===== src/rtl/dms_ctrl_pkg.sv =====
// Shared types for the DMS loop-filter acquisition controller.
// Latency: n/a (types and constants only).
// Backpressure: n/a.
package dms_ctrl_pkg;

    localparam int ICP_W = 4;

    typedef enum logic [2:0] {
        ST_IDLE      = 3'd0,
        ST_PRECHARGE = 3'd1,
        ST_ACQUIRE   = 3'd2,
        ST_SHIFT     = 3'd3,
        ST_TRACK     = 3'd4
    } dms_lpf_state_t;

endpackage


===== src/rtl/dms_lpf_ctrl_if.sv =====
// Bundle between phase detector / charge pump side and the loop-filter controller.
// Latency: n/a (wires only).
// Backpressure: none; every signal is sampled or driven every cycle.
interface dms_lpf_ctrl_if;
    import dms_ctrl_pkg::*;

    logic             en;
    logic             up;
    logic             dn;
    logic             pchg_en;
    logic [ICP_W-1:0] icp_code;
    logic             cp_en;
    logic             locked;
    logic [2:0]       state_o;

    modport master (
        output en, up, dn,
        input  pchg_en, icp_code, cp_en, locked, state_o
    );

    modport slave (
        input  en, up, dn,
        output pchg_en, icp_code, cp_en, locked, state_o
    );
endinterface


===== src/rtl/dms_lpf_win_acc.sv =====
// UP/DN balance window: counts WIN_LEN cycles and accumulates signed UP-DN.
// Latency: win_end/win_abs are combinational in the last window cycle and include that cycle's sample.
// Backpressure: none; one up/dn sample consumed per cycle while run is high.
module dms_lpf_win_acc #(
    parameter int WIN_LEN = 64
) (
    input  logic                           clk,
    input  logic                           rst_n,
    input  logic                           run,
    input  logic                           restart,
    input  logic                           up,
    input  logic                           dn,
    output logic                           win_end,
    output logic [$clog2(WIN_LEN)+1:0]     win_abs
);
    localparam int CNT_W = $clog2(WIN_LEN);
    localparam int ACC_W = $clog2(WIN_LEN) + 2;

    logic        [CNT_W-1:0] win_cnt;
    logic signed [ACC_W-1:0] diff;
    logic signed [ACC_W-1:0] delta;
    logic signed [ACC_W-1:0] diff_sum;

    // Per-cycle step, running sum including this cycle, and window-end magnitude
    always_comb begin
        delta = '0;
        if (up && !dn) begin
            delta = ACC_W'(1);
        end else if (dn && !up) begin
            delta = '1;
        end
        diff_sum = diff + delta;
        win_end  = run && (win_cnt == CNT_W'(WIN_LEN - 1));
        win_abs  = diff_sum[ACC_W-1] ? -diff_sum : diff_sum;
    end

    // Window counter and accumulator; cleared when idle, on restart and after each window end
    always_ff @(posedge clk or negedge rst_n) begin
        if (!rst_n) begin
            win_cnt <= '0;
            diff    <= '0;
        end else if (!run || restart || win_end) begin
            win_cnt <= '0;
            diff    <= '0;
        end else begin
            win_cnt <= win_cnt + 1'b1;
            diff    <= diff_sum;
        end
    end
endmodule


===== src/rtl/dms_lpf_ctrl.sv =====
// Acquisition/gear-shift sequencer: precharge, high-gain acquire, step-down, track with lock flag.
// Latency: all outputs registered, reflecting the state entered on the causing clock edge.
// Backpressure: none; up/dn sampled every cycle, en is level-sensitive.
module dms_lpf_ctrl
    import dms_ctrl_pkg::*;
#(
    parameter int               PRECHG_CYC = 256,
    parameter int               WIN_LEN    = 64,
    parameter int               LOCK_THR   = 4,
    parameter int               LOCK_WINS  = 8,
    parameter int               UNLOCK_THR = 16,
    parameter logic [ICP_W-1:0] ICP_ACQ    = 4'hF,
    parameter logic [ICP_W-1:0] ICP_TRK    = 4'h4
) (
    input  logic           clk,
    input  logic           rst_n,
    dms_lpf_ctrl_if.slave  bus
);
    localparam int ACC_W = $clog2(WIN_LEN) + 2;
    localparam int PC_W  = $clog2(PRECHG_CYC);
    localparam int GC_W  = $clog2(LOCK_WINS + 1);

    dms_lpf_state_t   state, state_nxt;
    logic [ICP_W-1:0] icp_code, icp_nxt, icp_dec;
    logic [PC_W-1:0]  pc_cnt, pc_nxt;
    logic [GC_W-1:0]  good_cnt, good_nxt, good_inc;
    logic             pchg_en, cp_en, locked;
    logic             win_end, win_good, win_lost, run, restart;
    logic [ACC_W-1:0] win_abs;

    assign run     = (state == ST_ACQUIRE) || (state == ST_SHIFT) || (state == ST_TRACK);
    assign restart = (state_nxt == ST_ACQUIRE) && (state != ST_ACQUIRE);

    dms_lpf_win_acc #(.WIN_LEN(WIN_LEN)) u_win (
        .clk     (clk),
        .rst_n   (rst_n),
        .run     (run),
        .restart (restart),
        .up      (bus.up),
        .dn      (bus.dn),
        .win_end (win_end),
        .win_abs (win_abs)
    );

    assign win_good = (win_abs <= ACC_W'(LOCK_THR));
    assign win_lost = (win_abs >  ACC_W'(UNLOCK_THR));
    assign icp_dec  = icp_code - 1'b1;
    assign good_inc = (good_cnt == GC_W'(LOCK_WINS)) ? good_cnt : good_cnt + 1'b1;

    // Next-state, gain code and counter updates; en low overrides everything back to idle
    always_comb begin
        state_nxt = state;
        icp_nxt   = icp_code;
        pc_nxt    = pc_cnt;
        good_nxt  = good_cnt;
        case (state)
            ST_IDLE: begin
                if (bus.en) begin
                    state_nxt = ST_PRECHARGE;
                    pc_nxt    = '0;
                end
            end
            ST_PRECHARGE: begin
                if (pc_cnt == PC_W'(PRECHG_CYC - 1)) begin
                    state_nxt = ST_ACQUIRE;
                    icp_nxt   = ICP_ACQ;
                    good_nxt  = '0;
                end else begin
                    pc_nxt = pc_cnt + 1'b1;
                end
            end
            ST_ACQUIRE: begin
                icp_nxt = ICP_ACQ;
                if (win_end) begin
                    if (win_good) begin
                        good_nxt = good_inc;
                        if (good_inc == GC_W'(LOCK_WINS)) begin
                            state_nxt = ST_SHIFT;
                        end
                    end else begin
                        good_nxt = '0;
                    end
                end
            end
            ST_SHIFT: begin
                if (win_end) begin
                    if (win_good) begin
                        icp_nxt = icp_dec;
                        if (icp_dec == ICP_TRK) begin
                            state_nxt = ST_TRACK;
                        end
                    end else begin
                        state_nxt = ST_ACQUIRE;
                        icp_nxt   = ICP_ACQ;
                        good_nxt  = '0;
                    end
                end
            end
            ST_TRACK: begin
                icp_nxt = ICP_TRK;
                if (win_end && win_lost) begin
                    state_nxt = ST_ACQUIRE;
                    icp_nxt   = ICP_ACQ;
                    good_nxt  = '0;
                end
            end
            default: state_nxt = ST_IDLE;
        endcase
        if (!bus.en) begin
            state_nxt = ST_IDLE;
            pc_nxt    = '0;
            good_nxt  = '0;
        end
        // The charge pump code is only meaningful while the pump runs
        if ((state_nxt == ST_IDLE) || (state_nxt == ST_PRECHARGE)) begin
            icp_nxt = '0;
        end
    end

    // State, counters and output registers, all updated from the next-state decode
    always_ff @(posedge clk or negedge rst_n) begin
        if (!rst_n) begin
            state    <= ST_IDLE;
            icp_code <= '0;
            pc_cnt   <= '0;
            good_cnt <= '0;
            pchg_en  <= 1'b0;
            cp_en    <= 1'b0;
            locked   <= 1'b0;
        end else begin
            state    <= state_nxt;
            icp_code <= icp_nxt;
            pc_cnt   <= pc_nxt;
            good_cnt <= good_nxt;
            pchg_en  <= (state_nxt == ST_PRECHARGE);
            cp_en    <= (state_nxt == ST_ACQUIRE) || (state_nxt == ST_SHIFT) ||
                        (state_nxt == ST_TRACK);
            locked   <= (state_nxt == ST_TRACK);
        end
    end

    assign bus.pchg_en  = pchg_en;
    assign bus.icp_code = icp_code;
    assign bus.cp_en    = cp_en;
    assign bus.locked   = locked;
    assign bus.state_o  = state;
endmodule


===== src/flat_wrapper.sv =====
// flat-port wrapper written by rule: the top's interface ports become plain ports
module dms_lpf_ctrl_flat import dms_ctrl_pkg::*;
#(
    parameter int               PRECHG_CYC = 256,
    parameter int               WIN_LEN    = 64,
    parameter int               LOCK_THR   = 4,
    parameter int               LOCK_WINS  = 8,
    parameter int               UNLOCK_THR = 16,
    parameter logic [ICP_W-1:0] ICP_ACQ    = 4'hF,
    parameter logic [ICP_W-1:0] ICP_TRK    = 4'h4
)
  (clk, rst_n, bus_en, bus_up, bus_dn, bus_pchg_en, bus_icp_code, bus_cp_en, bus_locked, bus_state_o);
  dms_lpf_ctrl_if bus_i ();
  input  logic clk;
  input  logic rst_n;
  input wire logic [$bits(bus_i.en)-1:0] bus_en;
  input wire logic [$bits(bus_i.up)-1:0] bus_up;
  input wire logic [$bits(bus_i.dn)-1:0] bus_dn;
  output wire logic [$bits(bus_i.pchg_en)-1:0] bus_pchg_en;
  output wire logic [$bits(bus_i.icp_code)-1:0] bus_icp_code;
  output wire logic [$bits(bus_i.cp_en)-1:0] bus_cp_en;
  output wire logic [$bits(bus_i.locked)-1:0] bus_locked;
  output wire logic [$bits(bus_i.state_o)-1:0] bus_state_o;
  assign bus_i.en = bus_en;
  assign bus_i.up = bus_up;
  assign bus_i.dn = bus_dn;
  assign bus_pchg_en = bus_i.pchg_en;
  assign bus_icp_code = bus_i.icp_code;
  assign bus_cp_en = bus_i.cp_en;
  assign bus_locked = bus_i.locked;
  assign bus_state_o = bus_i.state_o;
  dms_lpf_ctrl #(.PRECHG_CYC(PRECHG_CYC), .WIN_LEN(WIN_LEN), .LOCK_THR(LOCK_THR), .LOCK_WINS(LOCK_WINS), .UNLOCK_THR(UNLOCK_THR), .ICP_ACQ(ICP_ACQ), .ICP_TRK(ICP_TRK)) u_core (.clk(clk), .rst_n(rst_n), .bus(bus_i));
endmodule

===== config.mk =====
export PLATFORM = sky130hd
export DESIGN_NAME = dms_lpf_ctrl_flat
export DESIGN_NICKNAME = d
export VERILOG_FILES = /design/src/rtl/dms_ctrl_pkg.sv /design/src/rtl/dms_lpf_ctrl_if.sv /design/src/rtl/dms_lpf_win_acc.sv /design/src/rtl/dms_lpf_ctrl.sv /design/src/flat_wrapper.sv
export SDC_FILE = /design/constraint.sdc
export NUM_CORES = 1
export LEC_CHECK = 0
export CAP_MARGIN = 15
export CORE_MARGIN = 3
export CORE_UTILIZATION = 40
export DETAILED_ROUTE_END_ITERATION = 16
export GPL_TIMING_DRIVEN = 0
export SLEW_MARGIN = 40
export SYNTH_ARGS = -nofsm -noshare
export SYNTH_HDL_FRONTEND = slang
export SYNTH_HIERARCHICAL = 1
export SYNTH_SLANG_ARGS = --single-unit
export TNS_END_PERCENT = 30

===== constraint.sdc =====
create_clock -name clk -period 7.9 [get_ports clk]
set_input_delay 0.79 -clock clk [delete_from_list [all_inputs] [get_ports clk]]
set_output_delay 0.79 -clock clk [all_outputs]
set_load 0.01 [all_outputs]

# Word level (Yosys, flattened, before mapping)
# Index checks and enable logic that the tools add are counted.
dict set report word_totals {
  ff_bits 36
  word_cells 95
  input_bits 5
}
dict set report classes {
  addsub 6
  order_cmp 2
  n_mux 33
  eq_ne 24
  n_reduce_logical 21
}
# cell n
set ops {}
lappend ops {{two-way mux 4 bit} 13}
lappend ops {{two-way mux 8 bit} 6}
lappend ops {{one-hot mux 4 bit (4 select lines)} 2}
lappend ops {{two-way mux 3 bit} 9}
lappend ops {{inequality test 3 bit, second input constant} 6}
lappend ops {{one-hot mux 8 bit (2 select lines)} 1}
lappend ops {{one-hot mux 3 bit (5 select lines)} 1}
lappend ops {{equality test 3 x 2 -> 1 bit, second input constant} 4}
lappend ops {{adder 8 x 1 -> 8 bit, second input constant} 1}
lappend ops {{adder 8 bit} 1}
lappend ops {{equality test 4 bit, second input constant} 2}
lappend ops {{equality test 8 bit, second input constant} 1}
lappend ops {{greater-than comparator 8 x 5 -> 1 bit, second input constant} 1}
lappend ops {{<= comparator 8 x 3 -> 1 bit, second input constant} 1}
lappend ops {{negator 8 bit} 1}
lappend ops {{logical OR 1 bit} 7}
lappend ops {{adder 6 x 1 -> 6 bit, second input constant} 1}
lappend ops {{equality test 3 x 1 -> 1 bit, second input constant} 2}
lappend ops {{equality test 3 bit, second input constant} 2}
lappend ops {{equality test 6 bit, second input constant} 1}
lappend ops {{logical NOT 3 bit} 2}
lappend ops {{two-way mux 6 bit} 1}
lappend ops {{inequality test 3 x 1 -> 1 bit, second input constant} 2}
lappend ops {{inequality test 3 x 2 -> 1 bit, second input constant} 2}
lappend ops {{10 further kinds} 16}

# Longest topological paths before layout
dict set report logic_depth {
  depth_word 17
  ltp_mapped 21
}

# Cells and area by module
# Netlist, hierarchy kept.
# module seq_area_each_um2 cells_each n_inst area_per_inst_um2
set modules_own_cells {}
lappend modules_own_cells {dms_lpf_ctrl 550.5 177 1 1561.5}
lappend modules_own_cells {dms_lpf_win_acc 350.3 123 1 1179.9}

# Worst setup path before layout
# OpenSTA, ideal clock, no wires.
dict set report synth_path {
  kind {input-to-reg}
  from {input bus_up}
  to {register u_core.u_win.diff[3]}
  slack_ps 2732
  cell_stages 21
  t_required_ps 7827
  t_arrival_ps 5095
  setup_ps 73
  cell_sequence {inv_1 ha_1 buf_6 buf_6 xor2_1 ha_1 nand4bb_1 nand4_1 a21bo_2 a31oi_1 xnor2_1 xnor2_1 or3_1 buf_2 or3_1 and2_4 a2111oi_4 nor4b_1 or3b_2 clkbuf_1 nor2_1}
}
dict set report synth_via {
  elab_chain_cells 17
  word_cells_on_any_way 23
  classes_between {add/sub: 2; order compare: 2; eq/ne: 1; mux: 11; reduce/logical: 7}
}
# element line
set synth_rtl {}
lappend synth_rtl {{start, declared} flat_wrapper.sv:17} ;# input wire logic [$bits(bus_i.up)-1:0] bus_up;
lappend synth_rtl {{logical NOT 1 bit} dms_lpf_win_acc.sv:29} ;# end else if (dn && !up) begin
lappend synth_rtl {{logical AND 1 bit} dms_lpf_win_acc.sv:29}
lappend synth_rtl {{two-way mux 8 bit} dms_lpf_win_acc.sv:29}
lappend synth_rtl {{two-way mux 8 bit *} dms_lpf_win_acc.sv:27} ;# if (up && !dn) begin
lappend synth_rtl {{adder 8 bit *} dms_lpf_win_acc.sv:32} ;# diff_sum = diff + delta;
lappend synth_rtl {{negator 8 bit} dms_lpf_win_acc.sv:34} ;# win_abs = diff_sum[ACC_W-1] ? -diff_sum : diff_sum;
lappend synth_rtl {{two-way mux 8 bit *} dms_lpf_win_acc.sv:34}
lappend synth_rtl {{named net u_core.win_abs[6]} dms_lpf_ctrl.sv:29} ;# logic [ACC_W-1:0] win_abs;
lappend synth_rtl {{[2 not listed]} --}
lappend synth_rtl {{two-way mux 3 bit, on equally long branches} {dms_lpf_ctrl.sv:86, dms_lpf_ctrl.sv:74, dms_lpf_ctrl.sv:101}}
lappend synth_rtl {{one-hot mux 3 bit (5 select lines) *} dms_lpf_ctrl.sv:56} ;# case (state)
lappend synth_rtl {{two-way mux 3 bit *} dms_lpf_ctrl.sv:109} ;# if (!bus.en) begin
lappend synth_rtl {{equality test 3 x 2 -> 1 bit *} dms_lpf_ctrl.sv:32} ;# assign restart = (state_nxt == ST_ACQUIRE) && (state != ST_ACQUIRE);
lappend synth_rtl {{logical AND 1 bit *} dms_lpf_ctrl.sv:32}
lappend synth_rtl {{named net u_core.restart} dms_lpf_ctrl.sv:28} ;# logic win_end, win_good, win_lost, run, restart;
lappend synth_rtl {{logical OR 1 bit * (2 in a row)} dms_lpf_win_acc.sv:42} ;# end else if (!run || restart || win_end) begin
lappend synth_rtl {{two-way mux 8 bit *} dms_lpf_win_acc.sv:42}
lappend synth_rtl {{end signal, assigned} dms_lpf_win_acc.sv:47} ;# diff <= diff_sum;
lappend synth_rtl {{end, declared} dms_lpf_win_acc.sv:20} ;# logic signed [ACC_W-1:0] diff;
# Mark *: on every way through the listed nets, which the timed path passes. The rest lies on a longest branch.
# A chain may end at the register's enable or synchronous reset.

# Worst setup path in the final report
dict set report layout_path {
  from {input bus_up}
  to {register u_core.u_win.win_cnt[3]}
}
dict set report layout_via {
  elab_chain_cells 17
  word_cells_on_any_way 23
  classes_between {add/sub: 2; order compare: 2; eq/ne: 1; mux: 11; reduce/logical: 7}
}
# element line
set layout_rtl {}
lappend layout_rtl {{logical NOT 1 bit} dms_lpf_win_acc.sv:29}
lappend layout_rtl {{logical AND 1 bit} dms_lpf_win_acc.sv:29}
lappend layout_rtl {{two-way mux 8 bit} dms_lpf_win_acc.sv:29}
lappend layout_rtl {{two-way mux 8 bit *} dms_lpf_win_acc.sv:27}
lappend layout_rtl {{adder 8 bit *} dms_lpf_win_acc.sv:32}
lappend layout_rtl {{negator 8 bit} dms_lpf_win_acc.sv:34}
lappend layout_rtl {{two-way mux 8 bit *} dms_lpf_win_acc.sv:34}
lappend layout_rtl {{named net u_core.win_abs[6]} dms_lpf_ctrl.sv:29}
lappend layout_rtl {{[2 not listed]} --}
lappend layout_rtl {{two-way mux 3 bit, on equally long branches} {dms_lpf_ctrl.sv:86, dms_lpf_ctrl.sv:74, dms_lpf_ctrl.sv:101}}
lappend layout_rtl {{one-hot mux 3 bit (5 select lines) *} dms_lpf_ctrl.sv:56}
lappend layout_rtl {{two-way mux 3 bit *} dms_lpf_ctrl.sv:109}
lappend layout_rtl {{equality test 3 x 2 -> 1 bit *} dms_lpf_ctrl.sv:32}
lappend layout_rtl {{logical AND 1 bit *} dms_lpf_ctrl.sv:32}
lappend layout_rtl {{named net u_core.restart} dms_lpf_ctrl.sv:28}
lappend layout_rtl {{logical OR 1 bit * (2 in a row)} dms_lpf_win_acc.sv:42}
lappend layout_rtl {{two-way mux 6 bit *} dms_lpf_win_acc.sv:42}
lappend layout_rtl {{end signal, assigned} dms_lpf_win_acc.sv:46} ;# win_cnt <= win_cnt + 1'b1;
lappend layout_rtl {{end, declared} dms_lpf_win_acc.sv:19} ;# logic [CNT_W-1:0] win_cnt;
# Marks and branches as above.

==> metrics list <==
* Status: finished clean
- Dominant cells by area after synthesis: sky130_fd_sc_hd__dfrtp_1 33%, sky130_fd_sc_hd__ha_1 5.5%, sky130_fd_sc_hd__xnor2_1 4.5%
- Pre-antenna DRT Iters: 4
- Syn Nets: about 320
- Static leakage: 1.190 nW
- Diode insertion count for antenna repair: 0
* Worst Path Max Fanout: 10
- Quantity of I/O buffers inserted on ports: 14
* Share of power burned in registers: 0.505
- Row generation in the floorplan step produced 29 rows.
- For this design, the CTS-stage hold fixing added 0 buffers.
- Of the available clock period, the critical path in the final layout requires 0.7625.
- The max-slew violation count came to 0.
* Total area of multi-input combinational cells: 0.001698 sq mm
* End of the worst register-to-register path: u_core/u_win/win_cnt[3]
- For the final routed database, the setup TNS stands at 0 ns.
- Register Area: 900.9 sq um
* Layout cells sized above 1: 0.1269
- STA puts the critical path data required time at 8.11 ns.
- Across the VDD grid, the largest voltage drop is 0.00007207 V.
- TritonCTS built the clock tree.
- Cells resized by post-CTS repair: 0
- Biggest area consumer among synthesized cells: sky130_fd_sc_hd__dfrtp_1
- The min-delay analysis places its worst path in the category primary input to async pin.
- Excluding fillers, the count of instances in the completed layout stands at 400.
- Number of post-CTS setup repair buffers: 0
* Number of enable flip-flop cells after synthesis: 0
- Clock transition time at the flip-flop clock pins of the worst setup and hold paths: around 0.08 ns
* Vias in the first global route: around 2200
- Once placement completed, the tool counted placed cells totaling approximately 400.
- Entering global routing, the biggest net connects 21 pins.
* CP Launch Type: primary input
* I/O Pins: 15
* H-tree Lvls: 2
* Die area: 0.007883 sq mm
- Launching point of the worst reg2reg path: u_core/u_win/diff[1]
- Count of cells along the worst register-to-register path: 18
- For this run, the register share of the synthesized area comes to 0.3286.
- The first global-routing pass estimated 10520 um of wire.
- CP endpoint kind: register
- Number of nets still failing antenna checks after routing: 0
- Actual transition at the worst max-transition pin: 0.7085 ns
* Pint: 0.0002745 W
- CTS Root Buffer Type: sky130_fd_sc_hd__clkbuf_8
* FF-to-FF setup slack: just under 3 ns
- Max Freq: 166.0 MHz
- Synthesis produced a netlist whose cell count is 300.
* Die width: 88.79 um
- Fill cells in the final layout number 637.
- In the routed layout, each cell is associated on average with a via count of 5.705.
* Setup repair after global routing missed its margin: no
- The initial antenna violation count came to 0.
* Routed wire length: 5900 um
- Largest clock skew in the final design: approximately 0.010 ns
* Mean cell area of the mapped netlist: 9.138 sq um
* Core region area: 0.006495 sq mm
* Gr ovfl total: 0
- Across the run, the number of max-cap violations was 0.
- For this run, design rule violations remaining after detail routing come to 0.
- The net count of the finished layout is between 300 and 400.
- Relative contribution of combinational cells to total power: 0.127
* Proportion of netlist area held by the largest area contributor: 0.3286
* Worst slew margin relative to its limit: 0.5233
* Buffer depth of the longest clock path: 2
- Setup violations remaining at the end of the flow were counted as 0.
* Post-synthesis sequential element count: 36
- Relative contribution of the clock network to total power: 0.367
* Syn-to-layout area delta: 13.05%
* Worst skew pair latency: 0.29 ns
- Placed wire-length estimate after detailed placement: approximately 4500 um
- The cell area that synthesis handed to floorplanning was 0.002741 sq mm.
* Die Y-Extent: 88.79 um
* DRC violation total after the first TritonRoute iteration: 110
* PD cells: roughly 120 mW/mm^2
* Number of sinks driven by the clock tree: 36
- Initial core utilization: 0.4221
* Crit Path Category: primary input to register
* Proportion of total power due to net switching: 0.2570
- Summed over all nets, the switching power comes to 0.00009492 W.
* Total Routing Usage GR: 0.1656
* Async S/R FF share, synth: 1.000
* Number of hold violations in the final report: 0
- The final route contains 2282 vias.
- Placer congestion estimate: 0.8373
* TritonCTS buffer count: 5
* Netlist cell types: between 60 and 70
- Arrival time of the worst setup path: 6.24 ns
- Syn. warnings: 6
* Routed len/inst: roughly 15 um
- Subtracting the final worst setup slack from the clock period gives 6.024 ns.
* Flip-flop cell with the highest count after synthesis: sky130_fd_sc_hd__dfrtp_1
## cell usage in the layout, fill, tap and decap left out, drive strengths merged, types with 3 or more instances in the layout
cell            n
dfrtp          36
nor2           27
nand2          24
xnor2          16
inv            15
a21oi          14
o21ai          14
clkdlybuf4s50  13
clkbuf         13
nand3          12
ha             12
buf            10
nand4           7
xor2            7
a31oi           7
o211ai          6
and2            5
nor4b           5
or3             4
or2             4
nor3            4
o31ai           4
a211oi          4
nand3b          3
nand2b          3
a221o           3
nor3b           3
nor2b           3
nand4b          3
nor4            3
## worst max-delay path by stage
| stage | startpoint | endpoint | slack (ns) | cells past startpoint |
|---|---|---|---|---|
| 5_1_grt | bus_up | u_core/u_win/win_cnt[3] | 1.53 | 22 |
| 3_3_place_gp | bus_up | u_core/u_win/win_cnt[3] | 1.59 | 22 |
| 6_report | bus_up | u_core/u_win/win_cnt[3] | 1.88 | 22 |
| 4_1_cts | bus_up | u_core/u_win/win_cnt[3] | 1.82 | 22 |
| 3_5_place_dp | bus_up | u_core/u_win/win_cnt[3] | 1.55 | 22 |
| 2_1_floorplan | bus_up | u_core/u_win/diff[3] | 2.73 | 21 |
## per-layer routing
layer	wire length (um)	GRT usage	share of wire	vias to the layer above
met5	0	0	0	-
met4	46	0.03709	0.0078	0
met3	188	0.02793	0.032	5
met2	2793	0.2672	0.47	34
met1	2871	0.2325	0.49	1086
li1	-	-	-	1157
## power by group through the flow
stage	Sequential [W]	Combinational [W]	Clock [W]
floorplan	0.000190	0.0000316	0
global placement	0.000190	0.0000448	0
detailed placement	0.000190	0.0000468	0
CTS	0.000187	0.0000472	0.000142
global route	0.000187	0.0000526	0.000147
finish	0.000187	0.0000469	0.000136
## layout make-up
| class | count | area share |
|---|---|---|
| Multi-Input combinational cell | 234 | 0.5478 |
| Timing Repair Buffer | 15 | 0.05248 |
| Clock buffer | 6 | 0.02665 |
| Buffer | 15 | 0.02987 |
| Inverter | 15 | 0.01817 |
| Clock inverter | 2 | 0.003230 |
| Sequential cell | 36 | 0.2907 |
| Tap cell | 77 | 0.03109 |
## metrics by stage
stage	total power (W)	hold slack, ns	util	cell area [sq um]	setup slack [ns]
2_1_floorplan	0.0002219	0.4329	-	2741	2.732
3_3_place_gp	0.0002351	0.4552	0.4585	2978	1.593
3_5_place_dp	0.0002371	0.4607	0.4620	3000	1.545
4_1_cts	0.0003758	0.4373	0.4762	3093	1.819
5_1_grt	0.0003867	0.4463	0.4772	3099	1.527
6_report	0.0003694	0.4305	0.4772	3099	1.876
## flip-flops by register name (all words and copies together) (netlist names)
signal / flops
u_core/pc_cnt: 8
u_core/u_win/diff: 8
u_core/u_win/win_cnt: 6
u_core/bus.icp_code: 4
u_core/good_cnt: 4
u_core/bus.state_o: 3
u_core/bus.cp_en: 1
u_core/bus.locked: 1
u_core/bus.pchg_en: 1
## Yosys cell counts, types with 4 or more instances
cell type and count:
sky130_fd_sc_hd__or3_1 4, sky130_fd_sc_hd__xor2_1 6, sky130_fd_sc_hd__inv_1 15, sky130_fd_sc_hd__nand2_1 24, sky130_fd_sc_hd__ha_1 12, sky130_fd_sc_hd__and2_1 4, sky130_fd_sc_hd__nand4_1 7, sky130_fd_sc_hd__nor4b_1 4
sky130_fd_sc_hd__o21ai_0 12, sky130_fd_sc_hd__o31ai_1 4, sky130_fd_sc_hd__nor2_1 27, sky130_fd_sc_hd__nand3_1 12, sky130_fd_sc_hd__xnor2_1 14, sky130_fd_sc_hd__clkbuf_1 7, sky130_fd_sc_hd__a31oi_1 6, sky130_fd_sc_hd__a21oi_1 14
sky130_fd_sc_hd__dfrtp_1 36, sky130_fd_sc_hd__nor3_1 4, sky130_fd_sc_hd__o211ai_1 6, sky130_fd_sc_hd__or2_2 4
## critical path: stages
cell                              delay, ns
sky130_fd_sc_hd__clkdlybuf4s50_1       0.45
sky130_fd_sc_hd__inv_1                 0.05
sky130_fd_sc_hd__ha_1                  0.24
sky130_fd_sc_hd__buf_6                 0.16
sky130_fd_sc_hd__buf_6                 0.14
sky130_fd_sc_hd__xor2_1                0.16
sky130_fd_sc_hd__ha_1                  0.23
sky130_fd_sc_hd__nand4bb_1             0.10
sky130_fd_sc_hd__nand4_1               0.17
sky130_fd_sc_hd__xnor2_1               0.44
sky130_fd_sc_hd__nor2_1                0.10
sky130_fd_sc_hd__a31oi_1               0.21
sky130_fd_sc_hd__xnor2_1               0.08
sky130_fd_sc_hd__or3_1                 0.37
sky130_fd_sc_hd__buf_2                 0.17
sky130_fd_sc_hd__or3_1                 0.41
sky130_fd_sc_hd__and2_4                0.20
sky130_fd_sc_hd__a2111oi_4             0.64
sky130_fd_sc_hd__nor4b_1               0.17
sky130_fd_sc_hd__or3b_2                0.54
sky130_fd_sc_hd__clkbuf_1              0.25
sky130_fd_sc_hd__nor2_1                0.16
## cells by family (layout without fill, tap and decap cells)
| logic type | count (synthesis) | in the layout | synth area share |
|---|---|---|---|
| simple gates | 121 | 121 | 0.2483 |
| compound gates | 76 | 76 | 0.2186 |
| flops | 36 | 36 | 0.3286 |
| buf+inv | 30 | 53 | 0.05431 |
| xor+xnor | 23 | 23 | 0.08581 |
| fa+ha+maj | 12 | 12 | 0.05477 |
| mux | 2 | 2 | 0.009583 |
Note: power is estimated with default switching activity, not from simulation.
